==> config.mk <==
export PLATFORM = sky130hd
export DESIGN_NAME = stack_unit
export DESIGN_NICKNAME = d
export VERILOG_FILES = /design/src/rtl/stack_unit.sv
export SDC_FILE = /design/constraint.sdc
export NUM_CORES = 1
export LEC_CHECK = 0
export ABC_CLOCK_PERIOD_IN_PS = 3260
export CORE_MARGIN = 4
export CORE_UTILIZATION = 45
export CTS_CLUSTER_DIAMETER = 40
export DETAILED_ROUTE_END_ITERATION = 8
export GPL_ROUTABILITY_DRIVEN = 0
export PLACE_DENSITY_LB_ADDON = 0.12
export REMOVE_ABC_BUFFERS = 1
export SYNTH_ARGS = -nofsm -noshare
export SYNTH_HDL_FRONTEND = slang
export SYNTH_SLANG_ARGS = --single-unit
==> constraint.sdc <==
create_clock -name clk -period 3.26 [get_ports clk]
set_input_delay 0.652 -clock clk [delete_from_list [all_inputs] [get_ports clk]]
set_output_delay 0.652 -clock clk [all_outputs]
set_load 0.05 [all_outputs]
==> src/rtl/stack_unit.sv <==
// LIFO stack for data bytes and return addresses, with registered pop data and
// sticky overflow/underflow flags. Storage is never reset; Count alone gates access.
module stack_unit #(
    parameter int unsigned DEPTH = 16,
    parameter int unsigned WIDTH = 8
) (
    input  logic                       clk,
    input  logic                       Reset,
    input  logic                       StackWrite,
    input  logic                       StackRead,
    input  logic [WIDTH-1:0]           Datain,
    input  logic                       ErrClear,
    output logic [WIDTH-1:0]           Dataout,
    output logic                       DataValid,
    output logic [$clog2(DEPTH):0]     Count,
    output logic                       Full,
    output logic                       Empty,
    output logic                       Overflow,
    output logic                       Underflow
);

    localparam int unsigned AW = $clog2(DEPTH);
    localparam int unsigned CW = AW + 1;

    logic [WIDTH-1:0] mem_q [DEPTH];

    logic [CW-1:0]    count_q, count_d;
    logic [WIDTH-1:0] dout_q, dout_d;
    logic             valid_q, valid_d;
    logic             ovf_q, ovf_d;
    logic             unf_q, unf_d;

    logic             mem_we;
    logic [AW-1:0]    mem_waddr;
    logic [WIDTH-1:0] mem_wdata;

    logic [AW-1:0]    wr_addr;
    logic [AW-1:0]    top_addr;
    logic             full;
    logic             empty;

    assign full     = (count_q == CW'(DEPTH));
    assign empty    = (count_q == '0);
    assign wr_addr  = count_q[AW-1:0];
    assign top_addr = AW'(count_q - CW'(1));

    always_comb begin
        count_d   = count_q;
        dout_d    = dout_q;
        valid_d   = 1'b0;
        ovf_d     = ErrClear ? 1'b0 : ovf_q;
        unf_d     = ErrClear ? 1'b0 : unf_q;
        mem_we    = 1'b0;
        mem_waddr = wr_addr;
        mem_wdata = Datain;

        unique case ({StackWrite, StackRead})
            2'b10: begin
                if (full) begin
                    ovf_d = 1'b1;
                end else begin
                    mem_we  = 1'b1;
                    count_d = count_q + CW'(1);
                end
            end
            2'b01: begin
                if (empty) begin
                    unf_d = 1'b1;
                end else begin
                    dout_d  = mem_q[top_addr];
                    valid_d = 1'b1;
                    count_d = count_q - CW'(1);
                end
            end
            2'b11: begin
                valid_d = 1'b1;
                if (empty) begin
                    // Nothing to swap with: forward the pushed value straight out.
                    dout_d = Datain;
                end else begin
                    dout_d    = mem_q[top_addr];
                    mem_we    = 1'b1;
                    mem_waddr = top_addr;
                end
            end
            default: ;
        endcase
    end

    always_ff @(posedge clk) begin
        if (Reset) begin
            count_q <= '0;
            dout_q  <= '0;
            valid_q <= 1'b0;
            ovf_q   <= 1'b0;
            unf_q   <= 1'b0;
        end else begin
            count_q <= count_d;
            dout_q  <= dout_d;
            valid_q <= valid_d;
            ovf_q   <= ovf_d;
            unf_q   <= unf_d;
        end
    end

    always_ff @(posedge clk) begin
        if (mem_we && !Reset) begin
            mem_q[mem_waddr] <= mem_wdata;
        end
    end

    assign Dataout   = dout_q;
    assign DataValid = valid_q;
    assign Count     = count_q;
    assign Full      = full;
    assign Empty     = empty;
    assign Overflow  = ovf_q;
    assign Underflow = unf_q;

endmodule

# After elaboration in Yosys (flattened, before gate mapping)
# Memories as Yosys holds them, arrays and structs flattened.
# Cells that the tools add are included.
# classes
add_sub_neg,2
n_eq_ne,6
mux,20
reduce_logical,7
# ops
cell,count
$mux 8,2
$pmux 8 s2,1
$mux 1,10
$mux 5,2
$pmux 5 s2,1
$mux 4,2
$add 5x1->5 const B,1
$eq 5x5->1 const B,1
$logic_not 5->1,1
$sub 5x1->5 const B,1
$eq 2x2->1 const B,2
$ne 2x2->1 const B,2
$pmux 1 s2,2
$reduce_bool 2->1,2
$reduce_and 3->1,1
$eq 2x1->1 const B,1
$reduce_and 2->1,1
$logic_and 1x1->1,1
$logic_not 1->1,1
# totals
register_bits,16
ram_bits,128
out_inout_bits,18
word_cells,41
mem_count,1
# mem_list
memory,depth,word_bits,rd,rd_ports_with_merged_regs,wr,line,source
mem_q,16,8,1,0,1,25,logic [WIDTH-1:0] mem_q [DEPTH];

# Logic depth before layout (Yosys ltp)
# depth
depth_word,6
mapped_depth,12

# Worst setup path before layout
# No wires, ideal clock.
# synth_timing
kind,reg-to-reg
startpoint,"reg count_q[0], in the netlist Count[0]"
endpoint,mem mem_q[6][0] (enable)
setup_time_ns,0.283
arrival_ns,3.846
t_required_ns,2.977
setup_slack_ns,-0.869
stages_incl_launch_ff,11
path_buffers,3
synth_period_minus_slack_ns,4.129
path_cell_list,dfxtp_1 > buf_2 > buf_2 > inv_2 > clkbuf_1 > ha_1 > nor4bb_1 > nand2b_1 > o21ai_0 > nand4b_1 > nor2_1
# synth_between
elab_chain_len,6
# synth_rtl
element,line,source
start: declaration,27,"logic [CW-1:0] count_q, count_d;"
start signal: assignment,98,count_q <= count_d;
$eq 5x5->1,42,assign full = (count_q == CW'(DEPTH));
net Full,16,"output logic Full,"
$mux 1,59,if (full) begin
$pmux 1 s2,57,"unique case ({StackWrite, StackRead})"
$logic_and 1x1->1,107,if (mem_we && !Reset) begin
$mux 1,107,
$mux 1 (implied by the code),108,mem_q[mem_waddr] <= mem_wdata;
end: declaration,25,
# The timed path passes the listed nets, and every way through them passes these cells.

# Final worst setup path
# layout_timing
startpoint,"reg count_q[0], in the netlist Count[0]"
endpoint,out Count[0]
# layout_lines
element,line,source
end: declaration,15,"output logic [$clog2(DEPTH):0] Count,"
# No word-level cell between the ends.

==> key figures <==
Logic synthesis
  • Post-synthesis mux area share: 11.6%
  • Synthesis Warnings: 0
  • Unique masters post-synth: 44
  • EDFF count, synth: 128
  • Adder-Cell Fraction of Synth Area: 0.624%
  • Syn avg cell area: 15.2 um^2
  • Xor and xnor area share after synthesis: 1.69%
  • Synth Instances: 395
  • Combinational family with the most area after synthesis: multiplexers
  • Register area share after synthesis: 69.3%
  • Simple-gate area share of the yosys netlist: 9.18%
  • Yosys reg bits: 144
  • Mapped Area: 0.00601 mm^2
  • Async SR Flop Fraction: 0%
  • Most used DFF post-synth: edfxtp_1
  • Post-synthesis compound-gate area fraction: 5.74%

Place
  • Port Buffer Count: 30
  • Area after DPL: 0.00668 mm^2
  • DPL Wire Length: 9000 um
  • Pre-CTS WS: 401 ps
  • DP Cell Count: 606

Setup path
  • Critical Path RT: 2610 ps
  • Crit-path max FO: 34
  • Critical Path AT: 2130 ps
  • Setup CP Type: reg -> out
  • Setup crit end kind: output pin
  • Crit start category: register

Route
  • DRT Pass-1 Iters: 5
  • Wire per inst: 21.6 um
  • DRT met1 WL: 6080 um
  • Routed wl met3: 1020 um
  • DRT iter0 DRCs: 265
  • DRC Markers: 0
  • Uppermost routed layer: met4
  • Routed vias/inst: 5.67
  • Routed vias: 3619
  • Total wire length: 13800 um
  • Antenna viol nets, final: 0
  • DR WL met2: 6370 um

STA
  • Slew Limit Fails: 0
  • Final Cycle Share: 85.3%
  • Final Worst Setup Slack: 478 ps
  • Clock Skews: 12.3 ps
  • Final number of setup-violating endpoints: 0
  • Crit path time final: 2780 ps
  • Max-slew headroom at the worst pin: 49.0%
  • RSZ-0062 raised after global routing: no
  • Final hold violations: 0
  • Fmax: 360 MHz
  • Worst-Margin Slew: 763 ps
  • Final TNS setup: 0 ps

Cells and area
  • Reg area: 0.00417 mm^2
  • Layout cells sized above 1: 20.0%
  • Final Cell Area: 0.00722 mm^2
  • Area grow syn2layout: 20.1%
  • Commonest non-fill, non-tap cell in the layout: edfxtp_1
  • Layout fillers: 1065
  • Most frequent cells in the layout: edfxtp_1, nand2_1, buf_4
  • Fin util: 56.3%
  • Post-Layout Cell Count: 638
  • Area occupied by multi-input gates: 0.00173 mm^2
  • Number of diodes: 0
  • Net count, final: 469

Clocking
  • Worst skew pair latency: 420 ps
  • Post-cts sizing count: 0
  • Clock slew at reported path FFs: 60 ps
  • Root Buffer: clkbuf_16
  • Clock tree buffer depth: 2
  • Clk sinks: 144
  • H-tree levels: 4
  • Hold-fix buffers, CTS: 0
  • Setup Buffers After CTS: 0
  • CTS tree: built
  • TritonCTS Buffers: 17

Min path
  • Worst hold-check path type: reg -> reg

Global route
  • Initial antenna violation count: 0
  • Pin count of the biggest net entering global routing: 35
  • Gr ovfl total: 0
  • GRT Resource Usage Total: 19.7%
  • Vias in the first global route: 3577
  • First-pass GRT wire length: 21400 um

Floorplan
  • Row Count: 41
  • Starting Density: 46.9%
  • Die area: 0.0153 mm^2
  • Total I/O pin count: 31
  • Core area: 0.0128 mm^2
  • Die height: 124 um
  • Die Wd: 124 um

Run status
  • Status: finished, final reports clean

Flow run
  • Max-cap violations: 0

Power
  • Static leakage: 0.00242 uW
  • Worst IR drop on VDD: 411 uV
  • Cell Pwr Density: 724 mW/mm^2
final timing paths:
path	from	slack [ps]	to	depth (start not counted)
max reg2reg	Count[1]	630	mem_q[1][5]	8
min	Count[1]	530	Count[1]	2
max	Count[0]	480	Count[0]	2
min reg2reg	Count[1]	530	Count[1]	2
layer usage:
layer | up-vias | global-route usage [%]
met5 | - | 0
li1 | 1655 | -
met4 | 0 | 8.72
met2 | 156 | 29.1
met1 | 1787 | 28.0
met3 | 21 | 4.54
state kept, by name (all words and copies together), names as in the netlist:
| register | count |
|---|---|
| Underflow | 1 |
| Overflow | 1 |
| mem_q | 128 |
| DataValid | 1 |
| Count | 5 |
| Dataout | 8 |
layout make-up:
| type | count | share of cell area, % |
|---|---|---|
| Tap cell | 172 | 2.98 |
| Multi-Input combinational cell | 226 | 24.0 |
| Clock inverter | 14 | 1.63 |
| Sequential cell | 144 | 57.7 |
| Timing Repair Buffer | 60 | 7.55 |
| Inverter | 4 | 0.225 |
| Clock buffer | 18 | 5.94 |
metrics by stage:
step	hold WS [ps]	total power (uW)
finish	526	5230
global route	554	5450
CTS	530	5270
detailed placement	518	3490
global placement	510	3480
floorplan	683	3030
Yosys cell counts (2+ instances only):
master	n	area, um^2
xor2_2	2	32.5
nand2_1	40	150
nand3_1	19	95.1
ha_1	3	37.5
nor2_1	24	90.1
buf_4	2	15.0
nor3_1	4	20.0
o21ai_0	12	60.1
mux4_2	18	405
buf_2	11	55.1
a22oi_1	7	52.6
xnor2_1	5	43.8
a31oi_1	11	68.8
dfxtp_1	16	320
edfxtp_1	128	3840
o21ai_1	2	10.0
nand2b_1	2	12.5
mux2i_1	29	290
nand4_1	9	56.3
clkbuf_1	8	30.0
o221ai_1	8	70.1
a21oi_1	8	40.0
nor2b_1	5	31.3
inv_1	2	7.51
cell families (layout without fill, tap and decap cells):
family                     after synthesis  count (layout)
muxes                                   47              47
xor gates and xnor gates                 9               9
adders and majority gates                3               3
AOI/OAI and AO/OA                       53              53
DFF                                    144             144
and+or+nand+nor                        114             114
buffers and inverters                   25              96
where the power goes:
group | leakage (uW) | switching, uW | internal, uW
logic | 0.000864 | 827 | 503
registers | 0.00128 | 38.0 | 2080
clock network | 0.000268 | 735 | 1040
total | 0.00242 | 1600 | 3630
worst max-delay path, cell delays in order (launching register included):
cell and delay (ps):
dfxtp_2 330, buf_4 460, clkdlybuf4s50_1 920
(Power assumes the default switching activity.)
